## config.mk

```make
export PLATFORM = sky130hd
export DESIGN_NAME = stream_mux_n_flat
export DESIGN_NICKNAME = d
export VERILOG_FILES = /design/src/rtl/stream_mux_n_pkg.sv /design/src/rtl/stream_mux_n_if.sv /design/src/rtl/stream_mux_n_rr_arbiter.sv /design/src/rtl/stream_mux_n.sv /design/src/flat_wrapper.sv
export SDC_FILE = /design/constraint.sdc
export NUM_CORES = 1
export LEC_CHECK = 0
export CAP_MARGIN = 20
export CORE_AREA = 2 2 50 52
export CTS_CLUSTER_DIAMETER = 100
export DETAILED_ROUTE_END_ITERATION = 10
export DIE_AREA = 0 0 52 54
export MAX_ROUTING_LAYER = met4
export PLACE_DENSITY = 0.92
export SYNTH_ARGS = -nofsm -noshare
export SYNTH_HDL_FRONTEND = slang
export SYNTH_SLANG_ARGS = --single-unit
```

## constraint.sdc

```tcl
create_clock -name clk -period 2.8 [get_ports clk]
set_input_delay 0.7 -clock clk [delete_from_list [all_inputs] [get_ports clk]]
set_output_delay 0.7 -clock clk [all_outputs]
set_load 0.02 [all_outputs]
```

## src/rtl/stream_mux_n_pkg.sv

```systemverilog
// Shared constants and helpers for the N:1 stream multiplexer.
package stream_mux_n_pkg;

  localparam int unsigned MODE_SEL = 0;
  localparam int unsigned MODE_RR  = 1;

  // Width of a channel index; never narrower than one bit.
  function automatic int unsigned sel_width(int unsigned n);
    int unsigned w;
    w = 1;
    while ((32'd1 << w) < n) begin
      w++;
    end
    return w;
  endfunction

endpackage

```

## src/rtl/stream_mux_n_if.sv

```systemverilog
// Producer-side and consumer-side stream signals of the N:1 multiplexer.
interface stream_mux_n_if import stream_mux_n_pkg::*; #(
  parameter int unsigned WIDTH = 8,
  parameter int unsigned NCH   = 4,
  parameter int unsigned SELW  = sel_width(NCH)
);

  logic [NCH*WIDTH-1:0] in_data;
  logic [NCH-1:0]       in_valid;
  logic [NCH-1:0]       in_ready;
  logic [SELW-1:0]      sel;
  logic [WIDTH-1:0]     out_data;
  logic                 out_valid;
  logic                 out_ready;
  logic [SELW-1:0]      out_ch;

  // Multiplexer side.
  modport slave (
    input  in_data, in_valid, sel, out_ready,
    output in_ready, out_data, out_valid, out_ch
  );

  // Producers and consumer side.
  modport master (
    output in_data, in_valid, sel, out_ready,
    input  in_ready, out_data, out_valid, out_ch
  );

endinterface

```

## src/rtl/stream_mux_n_rr_arbiter.sv

```systemverilog
// Combinational rotate-priority arbiter: first requester after ptr_i, wrapping around.
module stream_mux_n_rr_arbiter #(
  parameter int unsigned NCH  = 4,
  parameter int unsigned SELW = 2
) (
  input  logic [NCH-1:0]  req_i,
  input  logic [SELW-1:0] ptr_i,
  output logic [SELW-1:0] gnt_idx_o,
  output logic            gnt_vld_o
);

  always_comb begin
    gnt_vld_o = 1'b0;
    gnt_idx_o = '0;
    // Wrapped half first (0..ptr); any hit above ptr then overrides it.
    for (int i = int'(NCH) - 1; i >= 0; i--) begin
      if (req_i[i] && (i <= int'(ptr_i))) begin
        gnt_vld_o = 1'b1;
        gnt_idx_o = SELW'(i);
      end
    end
    for (int i = int'(NCH) - 1; i >= 0; i--) begin
      if (req_i[i] && (i > int'(ptr_i))) begin
        gnt_vld_o = 1'b1;
        gnt_idx_o = SELW'(i);
      end
    end
  end

endmodule

```

## src/rtl/stream_mux_n.sv

```systemverilog
// N:1 valid/ready stream multiplexer with a one-entry registered output stage and
// either external select or round-robin channel choice.
module stream_mux_n import stream_mux_n_pkg::*; #(
  parameter int unsigned WIDTH = 8,
  parameter int unsigned NCH   = 4,
  parameter int unsigned MODE  = MODE_SEL,
  parameter int unsigned SELW  = sel_width(NCH)
) (
  input logic           clk,
  input logic           rst_n,
  stream_mux_n_if.slave bus
);

  logic [WIDTH-1:0] data_q, data_d;
  logic [SELW-1:0]  ch_q, ch_d;
  logic             valid_q, valid_d;

  logic             load_en;
  logic             gnt_vld;
  logic [SELW-1:0]  gnt_idx;
  logic [WIDTH-1:0] gnt_data;

  assign load_en = !valid_q || bus.out_ready;

  if (MODE == MODE_RR) begin : g_rr
    logic [SELW-1:0] ptr_q, ptr_d;
    logic            unused_sel;

    assign unused_sel = ^bus.sel;

    stream_mux_n_rr_arbiter #(
      .NCH  (NCH),
      .SELW (SELW)
    ) u_arb (
      .req_i     (bus.in_valid),
      .ptr_i     (ptr_q),
      .gnt_idx_o (gnt_idx),
      .gnt_vld_o (gnt_vld)
    );

    // Pointer moves only on an accepted transfer.
    assign ptr_d = (load_en && gnt_vld) ? gnt_idx : ptr_q;

    always_ff @(posedge clk or negedge rst_n) begin
      if (!rst_n) begin
        ptr_q <= SELW'(NCH - 1);
      end else begin
        ptr_q <= ptr_d;
      end
    end
  end else begin : g_sel
    // Out-of-range select matches no channel and therefore never grants.
    always_comb begin
      gnt_idx = bus.sel;
      gnt_vld = 1'b0;
      for (int unsigned i = 0; i < NCH; i++) begin
        if (bus.sel == SELW'(i)) begin
          gnt_vld = bus.in_valid[i];
        end
      end
    end
  end

  always_comb begin
    gnt_data     = '0;
    bus.in_ready = '0;
    for (int unsigned i = 0; i < NCH; i++) begin
      if (gnt_idx == SELW'(i)) begin
        gnt_data        = bus.in_data[i*WIDTH +: WIDTH];
        bus.in_ready[i] = rst_n && load_en && gnt_vld;
      end
    end
  end

  always_comb begin
    data_d  = data_q;
    ch_d    = ch_q;
    valid_d = valid_q;
    if (load_en) begin
      if (gnt_vld) begin
        data_d  = gnt_data;
        ch_d    = gnt_idx;
        valid_d = 1'b1;
      end else begin
        valid_d = 1'b0;
      end
    end
  end

  always_ff @(posedge clk or negedge rst_n) begin
    if (!rst_n) begin
      data_q  <= '0;
      ch_q    <= '0;
      valid_q <= 1'b0;
    end else begin
      data_q  <= data_d;
      ch_q    <= ch_d;
      valid_q <= valid_d;
    end
  end

  assign bus.out_data  = data_q;
  assign bus.out_ch    = ch_q;
  assign bus.out_valid = valid_q;

endmodule

```

## src/flat_wrapper.sv

```systemverilog
// flat-port wrapper written by rule: the top's interface ports become plain ports
module stream_mux_n_flat import stream_mux_n_pkg::*;
#(
  parameter int unsigned WIDTH = 8,
  parameter int unsigned NCH   = 4,
  parameter int unsigned MODE  = MODE_SEL,
  parameter int unsigned SELW  = sel_width(NCH)
)
  (clk, rst_n, bus_in_data, bus_in_valid, bus_sel, bus_out_ready, bus_in_ready, bus_out_data, bus_out_valid, bus_out_ch);
  stream_mux_n_if #(.WIDTH(WIDTH), .NCH(NCH), .SELW(SELW)) bus_i ();
  input logic clk;
  input logic rst_n;
  input wire logic [$bits(bus_i.in_data)-1:0] bus_in_data;
  input wire logic [$bits(bus_i.in_valid)-1:0] bus_in_valid;
  input wire logic [$bits(bus_i.sel)-1:0] bus_sel;
  input wire logic [$bits(bus_i.out_ready)-1:0] bus_out_ready;
  output wire logic [$bits(bus_i.in_ready)-1:0] bus_in_ready;
  output wire logic [$bits(bus_i.out_data)-1:0] bus_out_data;
  output wire logic [$bits(bus_i.out_valid)-1:0] bus_out_valid;
  output wire logic [$bits(bus_i.out_ch)-1:0] bus_out_ch;
  assign bus_i.in_data = bus_in_data;
  assign bus_i.in_valid = bus_in_valid;
  assign bus_i.sel = bus_sel;
  assign bus_i.out_ready = bus_out_ready;
  assign bus_in_ready = bus_i.in_ready;
  assign bus_out_data = bus_i.out_data;
  assign bus_out_valid = bus_i.out_valid;
  assign bus_out_ch = bus_i.out_ch;
  stream_mux_n #(.WIDTH(WIDTH), .NCH(NCH), .MODE(MODE), .SELW(SELW)) u_core (.clk(clk), .rst_n(rst_n), .bus(bus_i));
endmodule
```

Yosys cells after proc, flatten, opt, wreduce, memory -nomap -nowiden
Cells that the tools add are included.
{ "op_classes": {"n_eq_ne": 3, "muxes": 13, "n_reduce_logical": 6} }
{ "ops": {"columns": ["cell", "n"], "rows": [
  ["8-bit 2-to-1 mux", 4],
  ["1-bit 2-to-1 mux", 9],
  ["2-bit == test, second input constant", 2],
  ["2-bit by 1-bit == test with 1-bit output, second input constant", 1],
  ["1-bit logical AND", 2],
  ["2-bit logical NOT", 1],
  ["2-bit AND reduction", 1],
  ["1-bit logical NOT", 1],
  ["1-bit logical OR", 1]
]} }
{ "totals": {"regBits": 11, "out_inout_bits": 15, "elab_cells": 25} }

Longest topological paths before layout
{ "depth": {"word_depth": 7, "mapped_depth": 4, "ltp_nobuf": 4} }

Worst setup path before layout
No wires, ideal clock.
{ "synth_timing": {"kind": "input-to-output", "startpoint": "input bus_sel[1]", "endpoint": "output bus_in_ready[1]", "arrival_ns": 1.487, "setup_slack_ns": 0.613, "stages": 4, "cell_sequence": "mux2_4 > and3_4 > nand3_1 > nor2_1"} }
{ "synth_between": {"elab_chain_cells": 7, "word_cells_on_any_way": 10, "cone_classes": "eq/ne (3); mux (5); reduce/logical (2)"} }
{ "synth_rtl": {"columns": ["element", "line_no", "text"], "rows": [
  ["start: declaration", "flat_wrapper.sv:15", "input wire logic [$bits(bus_i.sel)-1:0] bus_sel;"],
  ["2-bit logical NOT", "stream_mux_n.sv:57", "if (bus.sel == SELW'(i)) begin"],
  ["1-bit 2-to-1 mux (4 in series)", "stream_mux_n.sv:57", null],
  ["1-bit logical AND", "stream_mux_n.sv:70", "bus.in_ready[i] = rst_n && load_en && gnt_vld;"],
  ["1-bit 2-to-1 mux *", "stream_mux_n.sv:68", "if (gnt_idx == SELW'(i)) begin"],
  ["end: declaration", "flat_wrapper.sv:17", "output wire logic [$bits(bus_i.in_ready)-1:0] bus_in_ready;"]
]} }
Every way passes the cells marked *; elsewhere a longest branch is shown, timed or not.

Worst setup path after layout
{ "layout_timing": {"startpoint": "input bus_sel[0]", "endpoint": "output bus_in_ready[2]"} }
The elaborated chain is that of the path after synthesis.

==> metrics <==
CTS tree done; WP data arrival 2.00 ns; CP Launch Type input pin; Worst IR Drop VDD 259 uV; syn_nets 90; setup TNS 0 ns; Worst Hold Launch u_core.bus.out_data[4]; R2R Path Start u_core.bus.out_valid; fmax 370 MHz; via count slightly below 700; Min-Delay Path Depth 1; Top Ports 56; DR DRC count 0; Critical Path Fanout Max 4; initial antenna violation count 0; htree depth 1; Pre-Repair DR Iteration Count 3; CTS root buf clkbuf_4; drt wl/cell 14.7 um; fin. max-slew vios 0; number of max-cap violations 0; Post-DP HPWL 1880 um; hold buffer count at cts 0; final setup fails 0; ant diodes 0; FP Rows 18; die height 54 um; Worst Setup Slack post-DPL -0.374 ns; synthesized area 763 um^2; hold path endpoint u_core.bus.out_data[4]; commonest cells after routing, fill and taps aside 50 x clkdlybuf4s50_1, 11 x dfrtp_1, 10 x mux2_4, 10 x buf_4, 6 x mux4_2; GRT Overall Usage between 10% and 20%; CTS max path bufs 2; Final Hold Vio Count 0; Iteration-0 DRC Markers 5; Synth cell types 19; # clock sinks 11; first-pass GRT wire length roughly 3300 um; status finished, final reports clean; CP endpoint kind output port; RR Endpoint u_core.bus.out_data[0]; CTS buffer count 3; Die Width 52 um; slack of the critical path between 0.1 and 0.15 ns; Worst EP required 2.10 ns; power density over cell area 450 nW/um^2; top cells by area, synth dfrtp_1 36%, mux2_4 20%, mux4_2 18%, mux4_1 6.9%, nor2_8 2.6%; Hold/Removal Path Class reg2reg; area fraction of the dominant cell type after synthesis 36.1%; Pleak approximately 0.00063 uW; commonest non-fill, non-tap cell in the layout clkdlybuf4s50_1; sequential share of the synthesized area a little over a third; worst skew pair latency ~0.26 ns; crit path time final 2.70 ns; gr ovfl total 0; nets 158; vias per cell roughly 4.7; Syn Area/Cell ~16 um^2; Layout area overhead 87.5%; Worst Reg-to-Reg Cells 5; Syn Inst Count a little under 50; vias in the first global route 740; Yosys warnings 0; Slew headroom 81.9%; core area 2320 um^2; final wirelength 2140 um; clock-pin slew on the worst setup and hold paths about 0.070 ns; Slew @ Worst Pin 0.267 ns; RSZ-0062 raised after global routing no; layout cell share with drive strength beyond 1 between 20 and 30%; leading area contributor after synthesis dfrtp_1; Final ANT Viol Nets 0; Worst Skew 0.00543 ns; reg2reg setup slack 1.32 ns; Initial Utilization around a third; area of the die between 2000 and 3000 um^2; Seq cells post-synth 11; IO buf count 55; Placer Congestion 0.724; Crit Path Class in2out; pin count of the biggest net entering global routing 12; total power around 640 uW; crit share post-route 96.4%
worst max-delay path by stage:
stage,start,end,slack [ns],cells after the start
CTS,bus_sel[0],bus_in_ready[1],0.04,5
finish,bus_sel[0],bus_in_ready[2],0.10,4
global route,bus_sel[0],bus_in_ready[3],0.006,5
floorplan,bus_sel[1],bus_in_ready[1],0.61,4
global placement,bus_sel[1],bus_in_ready[1],-0.32,6
detailed placement,bus_sel[1],bus_in_ready[1],-0.37,6
layout make-up:
cell class | instances | area, um^2
fill | 206 | 888
tap | 30 | 37.5
multi-input combinational | 33 | 464
sequential | 11 | 275
inverter | 3 | 11.3
clock buffer | 4 | 26.3
timing repair buffer | 65 | 617
metal layers:
metal	GRT usage, %	share of wire [%]	up-vias
met5	-	0	-
met4	5.26	0.47	0
li1	-	-	326
met1	19.0	37	334
met3	3.33	5.6	2
met2	32.5	57	26
cell usage after synthesis, drive strengths merged:
master and instances:
buf 2, mux4 8, and4 2, inv 3
nor2b 1, o21ai 1, mux2i 1, nand2b 1
dfrtp 11, nor3 1, nor2 4, and3 1
o21bai 1, mux2 10, nand3 1, and2 1
worst max-delay path, stage by stage:
cell and delay (ns):
clkdlybuf4s50_1 0.50, nor3_4 0.24, and4_1 0.22, dlygate4sd2_1 0.34
per-stage QoR:
stage / hold WS, ns / util, % / instance area (um^2) / cells
after global routing: 0.534 / 61.7 / 1430 / 146
after CTS: 0.517 / 61.8 / 1430 / 146
after floorplan: 0.404 / - / 763 / 49
final: 0.515 / 61.7 / 1430 / 146
after global placement: 0.490 / 60.5 / 1400 / 141
after detailed placement: 0.496 / 60.5 / 1400 / 141
kinds of logic (layout without fill, tap and decap cells):
family                 after synthesis  count (layout)  share of synthesized area [%]
AO/OA/AOI/OAI                        2               2                           1.64
buffers and inverters                5              72                           3.61
flip-flops                          11              11                           36.1
multiplexers                        19              19                           45.6
AND/OR/NAND/NOR                     12              12                           13.1
report_power, final:
group | switching (uW) | internal (uW)
Combinational | 117 | 201
Clock | 50.5 | 55.0
Sequential | 22.2 | 198
Total | 190 | 454
registers in the layout, indices dropped and copies added, names as in the netlist:
signal	cells
u_core.bus.out_ch	2
u_core.bus.out_data	8
u_core.bus.out_valid	1
timing repair:
action / 4_1_cts / 5_1_grt
resized for setup: 6 / 3
endpoints found under the setup margin: 4 / 2
setup buffers: 1 / 0
(Power assumes the default switching activity.)
